`src/rtl/dwr_pkg.sv`:
```
// rtl/dwr_pkg.sv - TAP state codes, instruction codes and chain-mode decode for the die wrapper chain
package dwr_pkg;

  localparam logic [3:0] TAP_TLR        = 4'b1111;
  localparam logic [3:0] TAP_CAPTURE_DR = 4'b0110;
  localparam logic [3:0] TAP_SHIFT_DR   = 4'b0010;
  localparam logic [3:0] TAP_UPDATE_DR  = 4'b0101;

  localparam logic [3:0] IR_EXTEST = 4'b0000;
  localparam logic [3:0] IR_INTEST = 4'b0010;
  localparam logic [3:0] IR_SAMPLE = 4'b0100;
  localparam logic [3:0] IR_CLAMP  = 4'b0110;
  localparam logic [3:0] IR_SAFE   = 4'b1000;

  typedef enum logic [1:0] {
    MODE_BYPASS = 2'd0,
    MODE_EXTEST = 2'd1,
    MODE_INTEST = 2'd2,
    MODE_SAMPLE = 2'd3
  } chain_mode_t;

  // CLAMP, SAFE and every unassigned code route TDI through the bypass bit.
  function automatic chain_mode_t decode_mode(input logic [3:0] ir);
    case (ir)
      IR_EXTEST: return MODE_EXTEST;
      IR_INTEST: return MODE_INTEST;
      IR_SAMPLE: return MODE_SAMPLE;
      default:   return MODE_BYPASS;
    endcase
  endfunction

endpackage

```
`src/rtl/dwr_cell.sv`:
```
// rtl/dwr_cell.sv - one wrapper boundary cell: capture/shift stage plus update latch
module dwr_cell
  import dwr_pkg::*;
(
  input  logic TCK,
  input  logic TRST,
  input  logic capture_en,
  input  logic shift_en,
  input  logic update_en,
  input  logic capture_from_latch,
  input  logic par_in,
  input  logic scan_in,
  output logic scan_q,
  output logic upd_q
);

  always_ff @(posedge TCK or posedge TRST) begin
    if (TRST) begin
      scan_q <= 1'b0;
      upd_q  <= 1'b0;
    end else begin
      if (capture_en)
        scan_q <= capture_from_latch ? upd_q : par_in;
      else if (shift_en)
        scan_q <= scan_in;
      if (update_en)
        upd_q <= scan_q;
    end
  end

endmodule

```
`src/rtl/die_wrapper_chain.sv`:
```
// rtl/die_wrapper_chain.sv - die boundary wrapper chain with bypass bit and shift-length checking
module die_wrapper_chain
  import dwr_pkg::*;
#(
  parameter int N_IN  = 8,
  parameter int N_OUT = 8,
  parameter logic [N_OUT-1:0] SAFE_OUT = '0
) (
  input  logic             TCK,
  input  logic             TRST,
  input  logic             TDI,
  input  logic [3:0]       tap_state,
  input  logic [3:0]       IR,
  input  logic [N_IN-1:0]  pin_in,
  output logic [N_IN-1:0]  core_in,
  input  logic [N_OUT-1:0] core_out,
  output logic [N_OUT-1:0] pin_out,
  output logic             wrapper_tdo,
  output logic             shift_err
);

  localparam int L  = N_IN + N_OUT;
  localparam int CW = $clog2(L + 2);
  localparam logic [CW-1:0] CNT_FULL = CW'(L);
  localparam logic [CW-1:0] CNT_SAT  = CW'(L + 1);

  chain_mode_t   mode;
  logic          chain;
  logic          capture_en;
  logic          shift_en;
  logic          update_req;
  logic          update_en;
  logic [CW-1:0] shift_cnt;
  logic          bypass_q;
  logic [L-1:0]  scan_q;
  logic [L-1:0]  upd_q;
  logic [L-1:0]  scan_src;

  assign mode       = decode_mode(IR);
  assign chain      = (mode != MODE_BYPASS);
  assign capture_en = chain && (tap_state == TAP_CAPTURE_DR);
  assign shift_en   = chain && (tap_state == TAP_SHIFT_DR);
  assign update_req = chain && (tap_state == TAP_UPDATE_DR);
  // A short or long scan leaves the latches alone; only an exact-length scan commits.
  assign update_en  = update_req && (shift_cnt == CNT_FULL);
  assign scan_src   = {TDI, scan_q[L-1:1]};

  for (genvar i = 0; i < L; i++) begin : g_cell
    logic par;
    logic from_latch;
    if (i < N_IN) begin : g_in
      assign par        = pin_in[i];
      assign from_latch = (mode == MODE_INTEST);
    end else begin : g_out
      assign par        = core_out[i-N_IN];
      assign from_latch = (mode == MODE_EXTEST);
    end
    dwr_cell u_cell (
      .TCK                (TCK),
      .TRST               (TRST),
      .capture_en         (capture_en),
      .shift_en           (shift_en),
      .update_en          (update_en),
      .capture_from_latch (from_latch),
      .par_in             (par),
      .scan_in            (scan_src[i]),
      .scan_q             (scan_q[i]),
      .upd_q              (upd_q[i])
    );
  end

  always_ff @(posedge TCK or posedge TRST) begin
    if (TRST)
      shift_cnt <= '0;
    else if (tap_state == TAP_CAPTURE_DR)
      shift_cnt <= '0;
    else if (shift_en && shift_cnt != CNT_SAT)
      shift_cnt <= shift_cnt + 1'b1;
  end

  always_ff @(posedge TCK or posedge TRST) begin
    if (TRST)
      shift_err <= 1'b0;
    else if (tap_state == TAP_TLR)
      shift_err <= 1'b0;
    else if (update_req && shift_cnt != CNT_FULL)
      shift_err <= 1'b1;
  end

  always_ff @(posedge TCK or posedge TRST) begin
    if (TRST)
      bypass_q <= 1'b0;
    else if (!chain) begin
      if (tap_state == TAP_CAPTURE_DR)
        bypass_q <= 1'b0;
      else if (tap_state == TAP_SHIFT_DR)
        bypass_q <= TDI;
    end
  end

  always_comb begin
    core_in = pin_in;
    if (IR == IR_INTEST)
      core_in = upd_q[N_IN-1:0];
  end

  always_comb begin
    pin_out = core_out;
    if (IR == IR_EXTEST || IR == IR_CLAMP)
      pin_out = upd_q[L-1:N_IN];
    else if (IR == IR_SAFE)
      pin_out = SAFE_OUT;
  end

  assign wrapper_tdo = chain ? scan_q[0] : bypass_q;

endmodule

```
`config.mk`:
```
export PLATFORM = sky130hd
export DESIGN_NAME = die_wrapper_chain
export DESIGN_NICKNAME = d
export VERILOG_FILES = /design/src/rtl/dwr_pkg.sv /design/src/rtl/dwr_cell.sv /design/src/rtl/die_wrapper_chain.sv
export SDC_FILE = /design/constraint.sdc
export NUM_CORES = 1
export LEC_CHECK = 0
export BUFFER_PORTS_ARGS = -buffer_cell sky130_fd_sc_hd__buf_4
export CORE_ASPECT_RATIO = 1.75
export CORE_MARGIN = 2
export CORE_UTILIZATION = 59
export DETAILED_ROUTE_END_ITERATION = 12
export GPL_TIMING_DRIVEN = 0
export HOLD_SLACK_MARGIN = 0.02
export PLACE_DENSITY = 0.95
export SLEW_MARGIN = 10
export SYNTH_ARGS = -nofsm -noshare
export SYNTH_HDL_FRONTEND = slang
export SYNTH_SLANG_ARGS = --single-unit
export TNS_END_PERCENT = 100
```
`constraint.sdc`:
```
create_clock -name TCK -period 5.5 [get_ports TCK]
set_input_delay 0.825 -clock TCK [delete_from_list [all_inputs] [get_ports TCK]]
set_output_delay 0.825 -clock TCK [all_outputs]
set_load 0.03 [all_outputs]
```
==> flow_summary.toml <==
[clock_tree]
clock-root-buffer = "clkbuf_8"
cts_resized = 0
clkTransAtPathRegs_ns = 0.08
cts_tree = "yes"
h-tree-depth = 2
cts_buffers = 5
hold_buffers = 0
cts_setup_buffers = 0
cts_buffer_depth = 2
clock_sinks = 39
clkLatencyLatePin_ns = 0.31

[flow_run]
drv_cap = 0

[synth]
syn_inst = 207
ys_ff_latch = 39
yosys.area.top_type = "dfrtp_1"
synth_edf_count = 0
synth-async-reset-ratio_pct = 100
ys_top_cells_by_area = "dfrtp_1 (43%), mux2i_1 (7.0%), mux2_4 (6.6%)"
synthTopCellsByCount = "dfrtp_1 (39), o21ai_0 (19), o211ai_1 (18)"
avgSynthCellArea_um2 = 11.0
syn_area_um2 = 2280
yosysWarnings = 0
postSynthNetCount = 237
yosysSeqAreaShare_pct = 42.8
synthMostInstantiatedCell = "dfrtp_1"
yosysUniqueCellTypes = 41
synth_flop_cell = "dfrtp_1"
yosys.area.top_type_share_pct = 42.8

[die]
die_area_um2 = 4400
ioPinCount = 45
die_height_um = 86.3
row_count = 29
core_um2 = 3660
start_util_pct = 62.2
die_w_um = 51

[hold_path]
worstHoldPathCells = 1
hold_path.class = "reg2reg"

[grt]
grt_antenna_before_repair = 0
grt.overflow.total = 0
grt_usage_pct = 27.5
grt_first_pass_wirelength_um = 9070
grt_max_degree = 40
grt_pass1_vias = 2002

[detailed_routing]
route.met2.wl_um = 3000
vias = 1969
ant_nets = 0
drc = 0
routed.top_layer = "met4"
dr.pass1.iters = 4
dr_wl_met3_um = 381
drtIter0Drc = 69
drt-total-wl_um = 5590
m1WireLength_um = 2080
viasPerCell = 6.50
post_drt_wl_per_cell_um = 18.4

[timing]
rsz0062_at_grt = "no"
clock_skew_ns = 0.00980
finalCritPeriodShare_pct = 57.4
worst_pin_slew_ns = 0.880
slew_headroom_pct = 40.9
hold_slack_ns = 0.516
fin_crit_ns = 3.16
fin_tns_setup_ns = 0
final_hold_viol_count = 0
max_freq_mhz = 317
finalSetupViolCount = 0
slew_viol_final = 0

[finish]
num_antenna_cells = 0
final_util_pct = 75.5
area_delta_synth_final_pct = 21.3
drive_gt1_share_pct = 29.6
fin_area_um2 = 2770
layout.nets = 286
fillers = 240

[setup_path]
reg2reg_depth = 6
cpMaxStageDelayCell = "nor4b_1"
critPathLaunchType = "input port"
criticalPathCategory = "in2out"
worst_ep_required_time_ns = 4.68
cp_slowest_stage_delay_ns = 0.46
cp.arrival_ns = 2.33
path_common_cell = "buf_2"
endpoint_kind = "output port"
cp_cell_sequence = "buf_2 > nor4b_1 > buf_2 > mux2i_1 > inv_1 > buf_4"
path_max_fanout = 8

[power]
vdd_ir_drop_max_uv = 234
p_per_area_nw_per_um2 = 269
p_leak_uw = 0.00124

[status]
outcome = "completed"

[place]
dp_hpwl_um = 3920
post_dp_cell_area_um2 = 2650
globalplace.congestion = 0.923
numPortBuffers = 42
-- through the flow --
| stage | cells | worst slack (ns) | power [uW] |
|---|---|---|---|
| final | 303 | 2.34 | 744 |
| after CTS | 303 | 2.31 | 744 |
| after global placement | 295 | 2.39 | 491 |
| after detailed placement | 295 | 2.36 | 499 |
| after floorplan | 207 | 2.68 | 441 |
| after global routing | 303 | 2.26 | 773 |
-- flip-flops by register name, summed over array words and instances (netlist names) --
register	count
shift_err	1
g_cell.u_cell.upd_q	16
bypass_q	1
g_cell.u_cell.scan_q	16
shift_cnt	5
-- per-layer routing --
metal  vias up  track usage, %
met3        13            5.52
met1       969            31.1
li1        882               -
met4         0            17.0
met5         -               0
met2       105            46.5
-- power by group --
| group | switching (uW) | leakage [uW] | internal (uW) | total [uW] |
|---|---|---|---|---|
| Sequential | 28.6 | 0.000513 | 318 | 347 |
| Clock | 112 | 0.0000581 | 135 | 247 |
| Combinational | 85.1 | 0.000667 | 64.9 | 150 |
-- critical path, delay by kind of cell --
kind          cells  cell delay (ns)
simple gates      1             0.46
mux               1             0.30
buf+inv           4             0.74
-- cell type report --
cell class                 count  area [um^2]  area share, %
multi-input combinational    137         1170           42.3
sequential                    39          976           35.3
timing repair buffer          42          315           11.4
buffer                        16         78.8           2.85
clock buffer                   5         68.8           2.49
tap                           46         57.6           2.08
inverter                      15         56.3           2.04
clock inverter                 3         43.8           1.58
-- path summary, 6_finish.rpt --
kind	startpoint	to	slack, ns
max	IR[2]	core_in[6]	2.34
max reg2reg	shift_cnt[1]$_DFFE_PP0P_	g_cell[13].u_cell.upd_q$_DFFE_PP0P_	3.17
min reg2reg	g_cell[2].u_cell.upd_q$_DFFE_PP0P_	g_cell[2].u_cell.upd_q$_DFFE_PP0P_	0.52
min	g_cell[2].u_cell.upd_q$_DFFE_PP0P_	g_cell[2].u_cell.upd_q$_DFFE_PP0P_	0.52
max in group asynchronous	TRST	g_cell[15].u_cell.upd_q$_DFFE_PP0P_	4.30
min in group asynchronous	TRST	g_cell[0].u_cell.scan_q$_DFFE_PP0P_	0.68
-- cell usage in the layout (no fill, tap or decap), drive strengths merged, types with 2 or more instances in the layout --
cell type and count:
buf 47, dfrtp 39, o21ai 19, o211ai 18, mux2i 16, clkbuf 16
mux2 16, nand4b 15, inv 15, a22o 8, nand2 6, a211o 3
nand3 3, ha 3, or4bb 2, nor4 2, nor3b 2, nand4 2
nor2 2, nor4b 2, a211oi 2, clkinv 2
-- kinds of logic after synthesis --
logic type                 share of synthesized area, %
muxes                                              16.6
xor gates and xnor gates                          0.384
buffers and inverters                              5.92
and+or+nand+nor                                    15.0
AOI/OAI and AO/OA                                  17.7
DFF                                                42.8
adders and majority gates                          1.65
Note: power is estimated with default switching activity, not from simulation.
